`src/rtl/warmboot_pkg.sv`:
```
// -----------------------------------------------------------------------------
// warmboot_pkg
//   Shared types and helpers for the warm-boot sequencer.
//   - state_e  : sequencer FSM states
//   - cnt_w    : counter width able to hold the value v (0..v inclusive)
//   - in_reset : states during which the user core is held in reset
// -----------------------------------------------------------------------------
package warmboot_pkg;

    typedef enum logic [2:0] {
        IDLE = 3'd0,
        ARM  = 3'd1,
        BOOT = 3'd2,
        WAIT = 3'd3,
        HOLD = 3'd4
    } state_e;

    function automatic int cnt_w(input int v);
        return (v < 1) ? 1 : $clog2(v + 1);
    endfunction

    // ARM, BOOT and WAIT keep the user core quiet regardless of the stretch.
    function automatic logic in_reset(input state_e s);
        return (s == ARM) || (s == BOOT) || (s == WAIT);
    endfunction

endpackage

```
`src/rtl/io_debounce.sv`:
```
// -----------------------------------------------------------------------------
// io_debounce
//   Two-flop synchroniser followed by a stable-high count filter.
//   The output goes high once the synchronised level has been sampled high
//   for DEBOUNCE_CYCLES consecutive cycles and drops on the first low sample.
//
//   Ports
//     clk   : fabric clock
//     rst_n : synchronous active-low reset
//     raw   : asynchronous input pin
//     clean : registered, debounced level
// -----------------------------------------------------------------------------
module io_debounce
    import warmboot_pkg::*;
#(
    parameter int DEBOUNCE_CYCLES = 1024
) (
    input  logic clk,
    input  logic rst_n,
    input  logic raw,
    output logic clean
);

    localparam int            CW   = cnt_w(DEBOUNCE_CYCLES);
    localparam logic [CW-1:0] LAST = CW'(DEBOUNCE_CYCLES - 1);

    logic          meta;
    logic          sync;
    logic [CW-1:0] count;

    always_ff @(posedge clk) begin
        if (!rst_n) begin
            meta  <= 1'b0;
            sync  <= 1'b0;
            count <= '0;
            clean <= 1'b0;
        end else begin
            meta <= raw;
            sync <= meta;
            // Count saturates at LAST so a long press never wraps back to 0.
            if (!sync) begin
                count <= '0;
            end else if (count != LAST) begin
                count <= count + 1'b1;
            end
            clean <= sync && (count == LAST);
        end
    end

endmodule

```
`src/rtl/warmboot_sequencer.sv`:
```
// -----------------------------------------------------------------------------
// warmboot_sequencer
//   Turns a debounced request pin into a WARMBOOT reconfiguration: quiesces
//   the user core, validates the requested slot, issues a timed BOOT pulse,
//   and flags a timeout if the fabric never reconfigures. Also stretches the
//   fabric reset seen by the user core.
//
//   Ports
//     clk            : fabric clock
//     rst_n          : synchronous active-low reset
//     req_in         : raw boot request pin (active-high, asynchronous)
//     slot_in        : raw slot select pins (asynchronous)
//     fabric_reset_i : RESET from the WARMBOOT wrapper (active-high)
//     slot_o         : slot number to WARMBOOT.SLOT
//     boot_o         : boot strobe to WARMBOOT.BOOT
//     user_rst_o     : active-high reset to the user core
//     busy_o         : sequencer is not idle
//     err_o          : sticky error (invalid slot or timeout)
// -----------------------------------------------------------------------------
module warmboot_sequencer
    import warmboot_pkg::*;
#(
    parameter int SLOT_W          = 4,
    parameter int MAX_SLOT        = 3,
    parameter int DEBOUNCE_CYCLES = 1024,
    parameter int QUIESCE_CYCLES  = 64,
    parameter int BOOT_PULSE      = 4,
    parameter int TIMEOUT_CYCLES  = 65536,
    parameter int RESET_STRETCH   = 16
) (
    input  logic              clk,
    input  logic              rst_n,
    input  logic              req_in,
    input  logic [SLOT_W-1:0] slot_in,
    input  logic              fabric_reset_i,
    output logic [SLOT_W-1:0] slot_o,
    output logic              boot_o,
    output logic              user_rst_o,
    output logic              busy_o,
    output logic              err_o
);

    // One timer is shared by ARM, BOOT and WAIT, so it is sized for the
    // longest of the three intervals.
    localparam int TMAX_A = (QUIESCE_CYCLES > BOOT_PULSE) ? QUIESCE_CYCLES : BOOT_PULSE;
    localparam int TMAX   = (TMAX_A > TIMEOUT_CYCLES) ? TMAX_A : TIMEOUT_CYCLES;
    localparam int TW     = cnt_w(TMAX);
    localparam int SW     = cnt_w(RESET_STRETCH);

    localparam logic [TW-1:0]     QUIESCE_LAST = TW'(QUIESCE_CYCLES - 1);
    localparam logic [TW-1:0]     PULSE_LAST   = TW'(BOOT_PULSE - 1);
    localparam logic [TW-1:0]     TIMEOUT_LAST = TW'(TIMEOUT_CYCLES - 1);
    localparam logic [SW-1:0]     STRETCH_LOAD = SW'(RESET_STRETCH);
    localparam logic [SLOT_W-1:0] SLOT_LIMIT   = SLOT_W'(MAX_SLOT);

    logic              req_clean;
    logic              req_clean_d;
    logic              start;
    logic [SLOT_W-1:0] slot_meta;
    logic [SLOT_W-1:0] slot_sync;
    logic [SLOT_W-1:0] slot_q;
    logic [SLOT_W-1:0] slot_q_next;
    state_e            state;
    state_e            state_next;
    logic [TW-1:0]     timer;
    logic [TW-1:0]     timer_next;
    logic              err_next;
    logic [SW-1:0]     stretch;

    io_debounce #(
        .DEBOUNCE_CYCLES(DEBOUNCE_CYCLES)
    ) u_req_debounce (
        .clk  (clk),
        .rst_n(rst_n),
        .raw  (req_in),
        .clean(req_clean)
    );

    // Only the rising edge of the clean level starts a sequence, so a
    // request held high cannot retrigger after an abort or HOLD.
    assign start = req_clean && !req_clean_d;

    always_comb begin
        state_next  = state;
        timer_next  = timer;
        err_next    = err_o;
        slot_q_next = slot_q;
        case (state)
            IDLE: begin
                timer_next = '0;
                if (start) begin
                    slot_q_next = slot_sync;
                    if (slot_sync > SLOT_LIMIT) begin
                        err_next   = 1'b1;
                        state_next = HOLD;
                    end else begin
                        err_next   = 1'b0;
                        state_next = ARM;
                    end
                end
            end
            ARM: begin
                if (fabric_reset_i) begin
                    state_next = IDLE;
                    timer_next = '0;
                end else if (timer == QUIESCE_LAST) begin
                    state_next = BOOT;
                    timer_next = '0;
                end else begin
                    timer_next = timer + 1'b1;
                end
            end
            BOOT: begin
                if (fabric_reset_i) begin
                    state_next = IDLE;
                    timer_next = '0;
                end else if (timer == PULSE_LAST) begin
                    state_next = WAIT;
                    timer_next = '0;
                end else begin
                    timer_next = timer + 1'b1;
                end
            end
            WAIT: begin
                // Fabric reset is checked first: a reconfiguration that lands
                // on the timeout cycle is a success, not an error.
                if (fabric_reset_i) begin
                    state_next = IDLE;
                    timer_next = '0;
                end else if (timer == TIMEOUT_LAST) begin
                    err_next   = 1'b1;
                    state_next = HOLD;
                    timer_next = '0;
                end else begin
                    timer_next = timer + 1'b1;
                end
            end
            HOLD: begin
                timer_next = '0;
                if (!req_clean) begin
                    state_next = IDLE;
                end
            end
            default: begin
                state_next = IDLE;
                timer_next = '0;
            end
        endcase
    end

    // Outputs are registered from the next-state values so they line up with
    // the state register and carry no combinational path from any input.
    always_ff @(posedge clk) begin
        if (!rst_n) begin
            state       <= IDLE;
            timer       <= '0;
            err_o       <= 1'b0;
            req_clean_d <= 1'b0;
            slot_meta   <= '0;
            slot_sync   <= '0;
            stretch     <= STRETCH_LOAD;
            slot_o      <= '0;
            boot_o      <= 1'b0;
            busy_o      <= 1'b0;
            user_rst_o  <= 1'b1;
        end else begin
            state       <= state_next;
            timer       <= timer_next;
            err_o       <= err_next;
            req_clean_d <= req_clean;
            slot_meta   <= slot_in;
            slot_sync   <= slot_meta;
            if (fabric_reset_i) begin
                stretch <= STRETCH_LOAD;
            end else if (stretch != '0) begin
                stretch <= stretch - 1'b1;
            end
            slot_o     <= in_reset(state_next) ? slot_q_next : '0;
            boot_o     <= (state_next == BOOT);
            busy_o     <= (state_next != IDLE);
            // fabric_reset_i is included so the stretch reload never leaves a
            // one-cycle gap when an abort drops the state back to IDLE.
            user_rst_o <= fabric_reset_i || (stretch != '0) || in_reset(state_next);
        end
    end

    // The latched slot is data only; it is qualified by the state everywhere
    // it is used, so it needs no reset.
    always_ff @(posedge clk) begin
        slot_q <= slot_q_next;
    end

endmodule

```
`config.mk`:
```
export PLATFORM = sky130hd
export DESIGN_NAME = warmboot_sequencer
export DESIGN_NICKNAME = d
export VERILOG_FILES = /design/src/rtl/warmboot_pkg.sv /design/src/rtl/io_debounce.sv /design/src/rtl/warmboot_sequencer.sv
export SDC_FILE = /design/constraint.sdc
export NUM_CORES = 1
export LEC_CHECK = 0
export BUFFER_PORTS_ARGS = -buffer_cell sky130_fd_sc_hd__buf_4
export CORE_MARGIN = 10
export CORE_UTILIZATION = 40
export DETAILED_ROUTE_END_ITERATION = 16
export HOLD_SLACK_MARGIN = 0.12
export SLEW_MARGIN = 10
export SYNTH_ARGS = -nofsm -noshare
export SYNTH_HDL_FRONTEND = slang
export SYNTH_SLANG_ARGS = --single-unit
```
`constraint.sdc`:
```
create_clock -name clk -period 2.5 [get_ports clk]
set_input_delay 0.375 -clock clk [delete_from_list [all_inputs] [get_ports clk]]
set_output_delay 0.375 -clock clk [all_outputs]
set_load 0.1 [all_outputs]
```
[After elaboration in Yosys (flattened, before gate mapping)]
Index checks and enable logic that the tools add are counted.
Widths: inputs -> output; s select.
Cells by class
  $lt $le $gt $ge: 1
  reduce and logical (&&, ||, !) cells: 15
  mux-type cells: 24
  add/subtract/negate cells: 3
  bitwise logic cells: 1
  equal/unequal tests: 15
Operators with widths (count)
  $mux 17: 6
  $pmux 17 s3: 1
  $mux 3: 9
  $add 17x1->17 const B: 1
  $eq 17x16->1 const B: 1
  $eq 17x2->1 const B: 1
  $eq 17x6->1 const B: 1
  $pmux 3 s5: 1
  $eq 3x2->1 const B: 4
  $add 11x1->11 const B: 1
  $eq 11x10->1 const B: 1
  $ne 11x10->1 const B: 1
  $mux 4: 2
  $eq 3x1->1 const B: 2
  $ne 2x2->1 const B: 3
  $reduce_bool 5->1: 1
  $sub 5x1->5 const B: 1
  $gt 4x2->1 const B: 1
  $logic_or 1x1->1: 4
  $mux 1: 4
  $reduce_and 2->1: 2
  $reduce_and 4->1: 1
  $eq 3x3->1 const B: 1
  $logic_not 3->1: 1
  other kinds (7): 8
Storage, ports and cells
  word-level logic and storage cells: 75
  bits of input ports: 8
  register bits after elaboration: 60
  output and inout bits: 8

[Longest topological paths before layout]
Gate-level depths: netlist (run 1).
  depth in word-level cells: 8
  gate-level depth with buffers: 12

[Hierarchy]
A second synthesis (run 1) with hierarchy kept.
Unflattened totals
  cells, all modules: 270
  area total of the unflattened synthesis: 2516.2 µm²
Modules (own cells, without submodules)
  warmboot_sequencer: instances 1, cells each 206, area each 1918.1 µm², sequential area each 920.9 µm²
  io_debounce: instances 1, cells each 64, area each 598.1 µm², sequential area each 280.3 µm²

[Worst setup path before layout (run 1)]
No wires, ideal clock.
  kind: register -> register
  start point: register timer[2]
  end point: register busy_o
  path buffers: 1
  arrival time: 2.009 ns
  slack: 0.363 ns
  cell stages (with the launch flop): 12
  data required time: 2.373 ns
  cells stage by stage: dfxtp_1 -> and4_1 -> buf_2 -> nand4_1 -> nor2b_1 -> nand3_1 -> inv_1 -> ha_1 -> nand2_1 -> a22o_2 -> a21oi_2 -> a21boi_1
Between the ends
  cells in the longest elaborated chain, start to end: 5
  elaborated cells on any way between the ends: 11
  classes of those cells: eq/ne (3); mux (7); reduce/logical (1)
RTL lines
  from (decl): RTL line warmboot_sequencer.sv:65  | logic [TW-1:0] timer;
  from (signal assigned): RTL line warmboot_sequencer.sv:168  | timer <= timer_next;
  $eq 17x16->1 (tied with other cells): RTL line warmboot_sequencer.sv:130  | end else if (timer == TIMEOUT_LAST) begin
  $mux 3, on equally long branches: RTL line warmboot_sequencer.sv:130, warmboot_sequencer.sv:106, warmboot_sequencer.sv:117
  $mux 3, on equally long branches: RTL line warmboot_sequencer.sv:127, warmboot_sequencer.sv:103, warmboot_sequencer.sv:114
  $pmux 3 s5 (*): RTL line warmboot_sequencer.sv:88  | case (state)
  $reduce_bool 3->1 (*): RTL line warmboot_sequencer.sv:180  | busy_o <= (state_next != IDLE);
  to (signal assigned): RTL line warmboot_sequencer.sv:180
  to (decl): RTL line warmboot_sequencer.sv:39  | output logic busy_o,
Mark *: on every way between the ends. The rest lies on a longest branch, timed or not.
A chain may end at the register's enable or synchronous reset.

[Final worst setup path (run 1)]
  start point: register timer[2]
  end point: register timer[4]
Between the ends
  cells in the longest elaborated chain, start to end: 4
  elaborated cells on any way between the ends: 11
  classes of those cells: add/sub (1); eq/ne (3); mux (7)
RTL lines (RTL line)
  $add 17x1->17 (tied with other cells): warmboot_sequencer.sv:110, warmboot_sequencer.sv:121, warmboot_sequencer.sv:135
  $mux 17, on equally long branches: warmboot_sequencer.sv:130, warmboot_sequencer.sv:106, warmboot_sequencer.sv:117
  $mux 17, on equally long branches: warmboot_sequencer.sv:127, warmboot_sequencer.sv:103, warmboot_sequencer.sv:114
  $pmux 17 s3 (*): warmboot_sequencer.sv:88
Marks and branches as above.

==> reports/metrics.yaml, run 1 <==
vias_per_cell: 4.92
antenna_found_initial: 0
yosysTopAreaCellShare_pct: 49.0
worst_slew_margin_rel_pct: 68.0
max_slew.worst_pin.slew_ns: 0.477
critPathLaunchType: "register"
grt_util_all_layers_pct: 9.07
worstHoldPathType: "in2reg"
worst_slack_ns: 0.233
initial_core_util_pct: 41.4
root_buffer: "clkbuf_8"
synthesis.nets: 265
cp-startpoint: "timer[2]"
setup_viol: 0
grt-ovfl-total: 0
clk_latency_ns: 0.33
remaining_drc_errors: 0
grt_pass1_wl_um: 7240
area_growth_pct: 16.9
dieArea_sq_um: 9660
portBuffers: 15
drtAntennaViolNets: 0
arrival_ns: 2.47
ys_ff_latch: 60
synth_top_area_cell: "dfxtp_1"
netlist_instances: 251
dpl.cell_count: 335
wl_um: 4100
avgSynthCellArea_sq_um: 9.76
syn_area_sq_um: 2450
power_density_nw_per_um2: 723
synth_edf_count: 0
cts_max_level: 3
cp_max_fo: 16
gp_congestion: 0.838
rsz0062_at_grt: "false"
clkTransAtPathRegs_ns: 0.06
ios: 16
cts_made_buffers: 9
die_w_um: 98.3
via_count: 1723
synth_common_cells: "dfxtp_1 (60), nor2_1 (31), nand2_1 (17)"
final_net_count: 285
place_ws_ns: 0.201
final_area_sq_um: 2860
antenna_cells: 0
p_leak_nw: 1.08
period_share_pct: 90.7
yosysWarningCount: 0
cts_tree: "built"
ir_worst_vdd_mv: 0.414
first_pass_iters: 6
fmax_ghz: 0.441
placed_area_sq_um: 2620
cts.sinks: 60
worstPathRequired_ns: 2.71
skew_ns: 0.00879
wl_per_cell_um: 11.7
reg2reg_from: "timer[2]"
drive_gt1_share_pct: 19.3
clockBufferDepth: 2
final_hold_viol_count: 0
hpwl_um: 2910
fin_cells: 350
fillers: 559
crit_path_end_kind: "register"
synth-seq-area-share_pct: 49.0
synthMostInstantiatedCell: "dfxtp_1"
run_status: "finished, final reports clean"
synth_flop_cell: "dfxtp_1"
min_from: "slot_in[0]"
path_class: "reg2reg"
core_sq_um: 5920
synth.area.top_cells: "dfxtp_1 (49%), xor2_1 (5.4%), nor2_1 (4.7%), and2_1 (3.6%), xnor2_1 (3.2%)"
synth_cell_types: 47
dr.first_iter.drc_count: 76
synthArstFlopShare_pct: 0
grt_max_degree: 25
post_cts_buffers: 0
grt_pass1_vias: 1623
fin_crit_ns: 2.27
finalSetupTns_ns: 0
slew_viol_final: 0
rows: 28
maxCapViolCount: 0
die_y_um: 98.3
==> worst paths after layout <==
path,to,slack [ns],cells past startpoint
max,timer[4],0.23,10
max reg2reg,timer[4],0.23,10
min,slot_meta[0],0.25,2
min reg2reg,u_req_debounce.sync,0.43,1
==> metrics by stage <==
stage	util [%]	total power (W)	hold WS, ns
after floorplan	-	0.00104	0.412
final	48.4	0.00207	0.250
after global routing	48.4	0.00215	0.222
after global placement	44.2	0.00106	0.416
after CTS	48.2	0.00210	0.229
after detailed placement	44.2	0.00106	0.424
==> power by group <==
| group | leakage, nW | internal (W) | switching, W |
|---|---|---|---|
| clock | 0.122 | 0.000680 | 0.000351 |
| combinational | 0.470 | 0.0000299 | 0.0000300 |
| sequential | 0.486 | 0.000972 | 0.00000827 |
==> flip-flops by register name (all words and copies together) (netlist names) <==
register	count
u_req_debounce.clean	1
u_req_debounce.meta	1
slot_o	4
u_req_debounce.sync	1
state	3
slot_q	4
timer	17
err_o	1
req_clean_d	1
stretch	5
user_rst_o	1
busy_o	1
slot_meta	4
slot_sync	4
u_req_debounce.count	11
boot_o	1
==> cells by family (layout without fill, tap and decap cells) <==
logic type / Yosys count / in the layout / share of synthesized area [%]
AOI/OAI and AO/OA: 21 / 21 / 6.23
xor gates and xnor gates: 24 / 24 / 8.58
adders and majority gates: 6 / 6 / 3.06
buffers and inverters: 13 / 37 / 2.76
DFF: 60 / 60 / 49.0
muxes: 6 / 6 / 2.66
and+or+nand+nor: 121 / 121 / 27.7
==> final cells by class <==
| class | count | area (sq um) | area share [%] |
|---|---|---|---|
| timing repair buffer | 16 | 120 | 4.19 |
| clock buffer | 10 | 138 | 4.81 |
| multi-input combinational | 178 | 1190 | 41.5 |
| sequential | 60 | 1200 | 41.9 |
| clock inverter | 5 | 100 | 3.49 |
| inverter | 6 | 22.5 | 0.786 |
| tap | 75 | 93.8 | 3.28 |
==> per-layer routing <==
metal	up-vias	wire length [um]	global-route usage [%]
met4	0	50	4.41
li1	892	-	-
met5	-	0	0
met3	4	165	4.86
met1	807	2000	10.3
met2	20	1890	13.6
==> cells in the final DEF, fill, tap and decap left out, types with 2 or more instances in the layout <==
cell type  count
a211oi_1       2
a21oi_1        3
a31oi_1        2
and2_1        14
and3_1         4
and4_1         3
buf_4         16
bufinv_16      3
clkbuf_8      10
clkinv_2       2
dfxtp_1       60
ha_1           6
inv_1          6
mux2_2         4
mux2i_1        2
nand2_1       17
nand3_1       12
nand3b_1       3
nand4_1        8
nor2_1        31
nor2_2        10
nor2b_1        5
nor3_1         3
nor4_2         2
o21ai_0        2
xnor2_1        9
xor2_1        15
==> what timing repair did <==
action	in CTS	in global routing
gates resized for setup	0	1
hold buffers	0	0
endpoints found under the setup margin	0	6
==> critical path, stage by stage, from the launching register on <==
cell and delay (ns):
dfxtp_1 0.41, and4_1 0.24, nand4_1 0.20, nor2b_1 0.23, nand3_1 0.13, inv_1 0.07, ha_1 0.17, nand2_1 0.07
a22o_2 0.30, nand3b_4 0.24, nor2_1 0.08
Power figures use the tool's default switching activity.
==> inputs of run 2 (changes only) <==
--- a/config.mk
+++ b/config.mk
@@ -6,10 +6,13 @@
 export NUM_CORES = 1
 export LEC_CHECK = 0
 export BUFFER_PORTS_ARGS = -buffer_cell sky130_fd_sc_hd__buf_4
+export CELL_PAD_IN_SITES_DETAIL_PLACEMENT = 2
+export CELL_PAD_IN_SITES_GLOBAL_PLACEMENT = 2
 export CORE_MARGIN = 10
 export CORE_UTILIZATION = 40
 export DETAILED_ROUTE_END_ITERATION = 16
 export HOLD_SLACK_MARGIN = 0.12
+export PLACE_DENSITY_LB_ADDON = 0.1
 export SLEW_MARGIN = 10
 export SYNTH_ARGS = -nofsm -noshare
 export SYNTH_HDL_FRONTEND = slang
==> constraint.sdc (replaced) <==
create_clock -name clk -period 2.7 [get_ports clk]
set_input_delay 0.405 -clock clk [delete_from_list [all_inputs] [get_ports clk]]
set_output_delay 0.405 -clock clk [all_outputs]
set_load 0.1 [all_outputs]
==> run 2 against run 1 <==
Total power decreased by 9.3%. Worst hold slack improved by 0.014 ns. Utilization is 0.23 points lower. Die area stayed put. Sequential cell count unchanged. Critical endpoint is now timer[2]. Combinational power is 1% lower. Clock skew up 0.00076 ns. Register-to-register slack better by 0.08 ns. Via count rose by 3.8%.
==> reports/metrics.yaml, run 2 (synthesis gave the netlist of run 1 again) <==
min_from: "slot_in[0]"
holdPathEnd: "slot_meta[0]"
cp-startpoint: "timer[0]"
skew_ns: 0.00955  # +0.000759 ns
cts.sinks: 60  # unchanged
fillers: 656  # +17%
grt-ovfl-total: 0  # unchanged
largest_reg_flops: 17  # unchanged
worstPathRequired_ns: 2.92  # +0.21 ns
cts_made_buffers: 9  # unchanged
die_w_um: 98.3  # unchanged
fmax_ghz: 0.418  # -5.2%
wl_per_cell_um: 15.3  # +31%
largest_register: "timer"
rr_worst_depth: 10  # unchanged
dpl.cell_count: 335  # unchanged
gp_congestion: 0.748  # -11%
final_common_cell: "dfxtp_1"
hpwl_um: 3700  # +27%
dr.first_iter.drc_count: 82  # +7.9%
rsz0062_at_grt: "false"
cp_top_family: "simple AND/OR/NAND/NOR gates"
crit_chain: "ha_1 > nand4_1 > nor2b_1 > nand3_1 > inv_1 > ha_1 > nand2_1 > a22o_2 > nand3b_4 > nor2_1"
fin_cells: 350  # unchanged
critical_path.slowest_cell: "dfxtp_1"
cts_tree: "built"
rows: 28  # unchanged
rr_endpoint: "timer[2]"
die_y_um: 98.3  # unchanged
reg2reg_slack_ns: 0.31  # +0.08 ns
drtAntennaViolNets: 0  # unchanged
grt_pass1_wl_um: 9460  # +31%
grt_pass1_vias: 1927  # +19%
arrival_ns: 2.61  # +0.14 ns
clk_latency_ns: 0.35  # +0.02 ns
antenna_found_initial: 0  # unchanged
timing.critical_path.buf_inv: 1  # unchanged
remaining_drc_errors: 0  # unchanged
cts_max_level: 3  # unchanged
final_cell_mix: "dfxtp_1 (60), nor2_1 (31), nand2_1 (17)"
grt_max_degree: 25  # unchanged
ios: 16  # unchanged
max_slew.worst_pin.slew_ns: 0.499  # +0.0226 ns
period_share_pct: 88.6  # -2.1 points
wl_um: 5370  # +31%
path_class: "reg2reg"
run_status: "finished, final reports clean"
first_pass_iters: 4  # -2
initial_core_util_pct: 41.4  # unchanged
worst_slew_margin_rel_pct: 66.6  # -1.3 points
power_density_nw_per_um2: 659  # -8.9%
root_buffer: "clkbuf_8"
ir_worst_vdd_mv: 0.485  # +17%
p_leak_nw: 1.07  # -0.99%
final_core_util_pct: 48.1  # -0.23 points
slew_viol_final: 0  # unchanged
final_net_count: 285  # unchanged
critPathLaunchType: "register"
worstHoldPathType: "in2reg"
area_growth_pct: 16.3
portBuffers: 15  # unchanged
crit_path_end_kind: "register"
setup_viol: 0  # unchanged
finalSetupTns_ns: 0  # unchanged
clkTransAtPathRegs_ns: 0.07  # about the same
crit_top_cell: "ha_1"
via_count: 1789  # +3.8%
reg2reg_from: "timer[0]"
drive_gt1_share_pct: 19.3  # unchanged
clockBufferDepth: 2  # unchanged
maxCapViolCount: 0  # unchanged
whs_path_depth: 2  # unchanged
fin_crit_ns: 2.39  # +0.125 ns
antenna_cells: 0  # unchanged
cp_slowest_stage_delay_ns: 0.36  # -0.05 ns
vias_per_cell: 5.11  # +3.8%
cp_max_fo: 16  # unchanged
post_cts_buffers: 0  # unchanged
grt_util_all_layers_pct: 12.0  # +3.0 points
reg_top3: "timer: 17 flops, u_req_debounce.count: 11 flops, stretch: 5 flops"
final_hold_viol_count: 0  # unchanged
core_sq_um: 5920  # unchanged
dieArea_sq_um: 9660  # unchanged
-- run 2: changes by cell type in the layout (fill, tap and decap cells not counted) --
cell / delta
clkinvlp_4: +1
bufinv_16: -1
clkbuf_8: +1
clkinv_2: -1
-- run 2: worst reg2reg max path: stages (launching register included) --
cell and delay [ns]:
dfxtp_1 0.36, ha_1 0.28, nand4_1 0.24, nor2b_1 0.25
nand3_1 0.15, inv_1 0.09, ha_1 0.17, nand2_1 0.09
a22o_2 0.30, nand3b_4 0.24, nor2_1 0.10
-- run 2: timing repair --
| action | in CTS | in global routing |
|---|---|---|
| endpoints found under the setup margin | 0 | 1 |
| gates resized for setup | 0 | 1 |
| hold buffers | 0 | 0 |
-- run 2: layout make-up --
cell class / count / area [sq um] / share of cell area, %
well taps: 75 / 93.8 / 3.29
clock inverters: 4 / 72.6 / 2.55
multi-input cells: 178 / 1190 / 41.7
inverters: 6 / 22.5 / 0.790
flip-flops and latches: 60 / 1200 / 42.1
clock buffers: 11 / 151 / 5.31
repair buffers: 16 / 120 / 4.21
-- run 2: where the power goes --
part	leakage (nW)	total, W	internal [W]	switching (W)
sequential	0.486	0.000908	0.000900	0.00000824
clock	0.111	0.000911	0.000563	0.000348
combinational	0.470	0.0000592	0.0000281	0.0000310
total	1.07	0.00188	0.00149	0.000388
-- run 2: metrics by stage --
stage          power [W]  setup slack, ns  instance area (sq um)  hold slack (ns)
6_report         0.00188            0.308                   2850            0.264
4_1_cts          0.00191            0.198                   2840            0.245
3_5_place_dp    0.000987            0.241                   2620            0.422
5_1_grt          0.00196           0.0533                   2850            0.251
3_3_place_gp    0.000985            0.393                   2620            0.414
2_1_floorplan   0.000966            0.563                   2450            0.412
-- run 2: how the worst max path moves through the flow --
stage	depth (start not counted)	slack, ns	endpoint
3_3_place_gp	10	0.39	busy_o
6_report	10	0.31	timer[2]
2_1_floorplan	11	0.56	busy_o
3_5_place_dp	10	0.24	busy_o
4_1_cts	10	0.20	busy_o
5_1_grt	10	0.05	timer[2]
-- run 2: per-layer routing --
metal	share of wire, %	track usage, %
met1	43	13.0
met2	51	20.0
met3	3.9	5.50
met4	1.5	4.96
met5	0	0
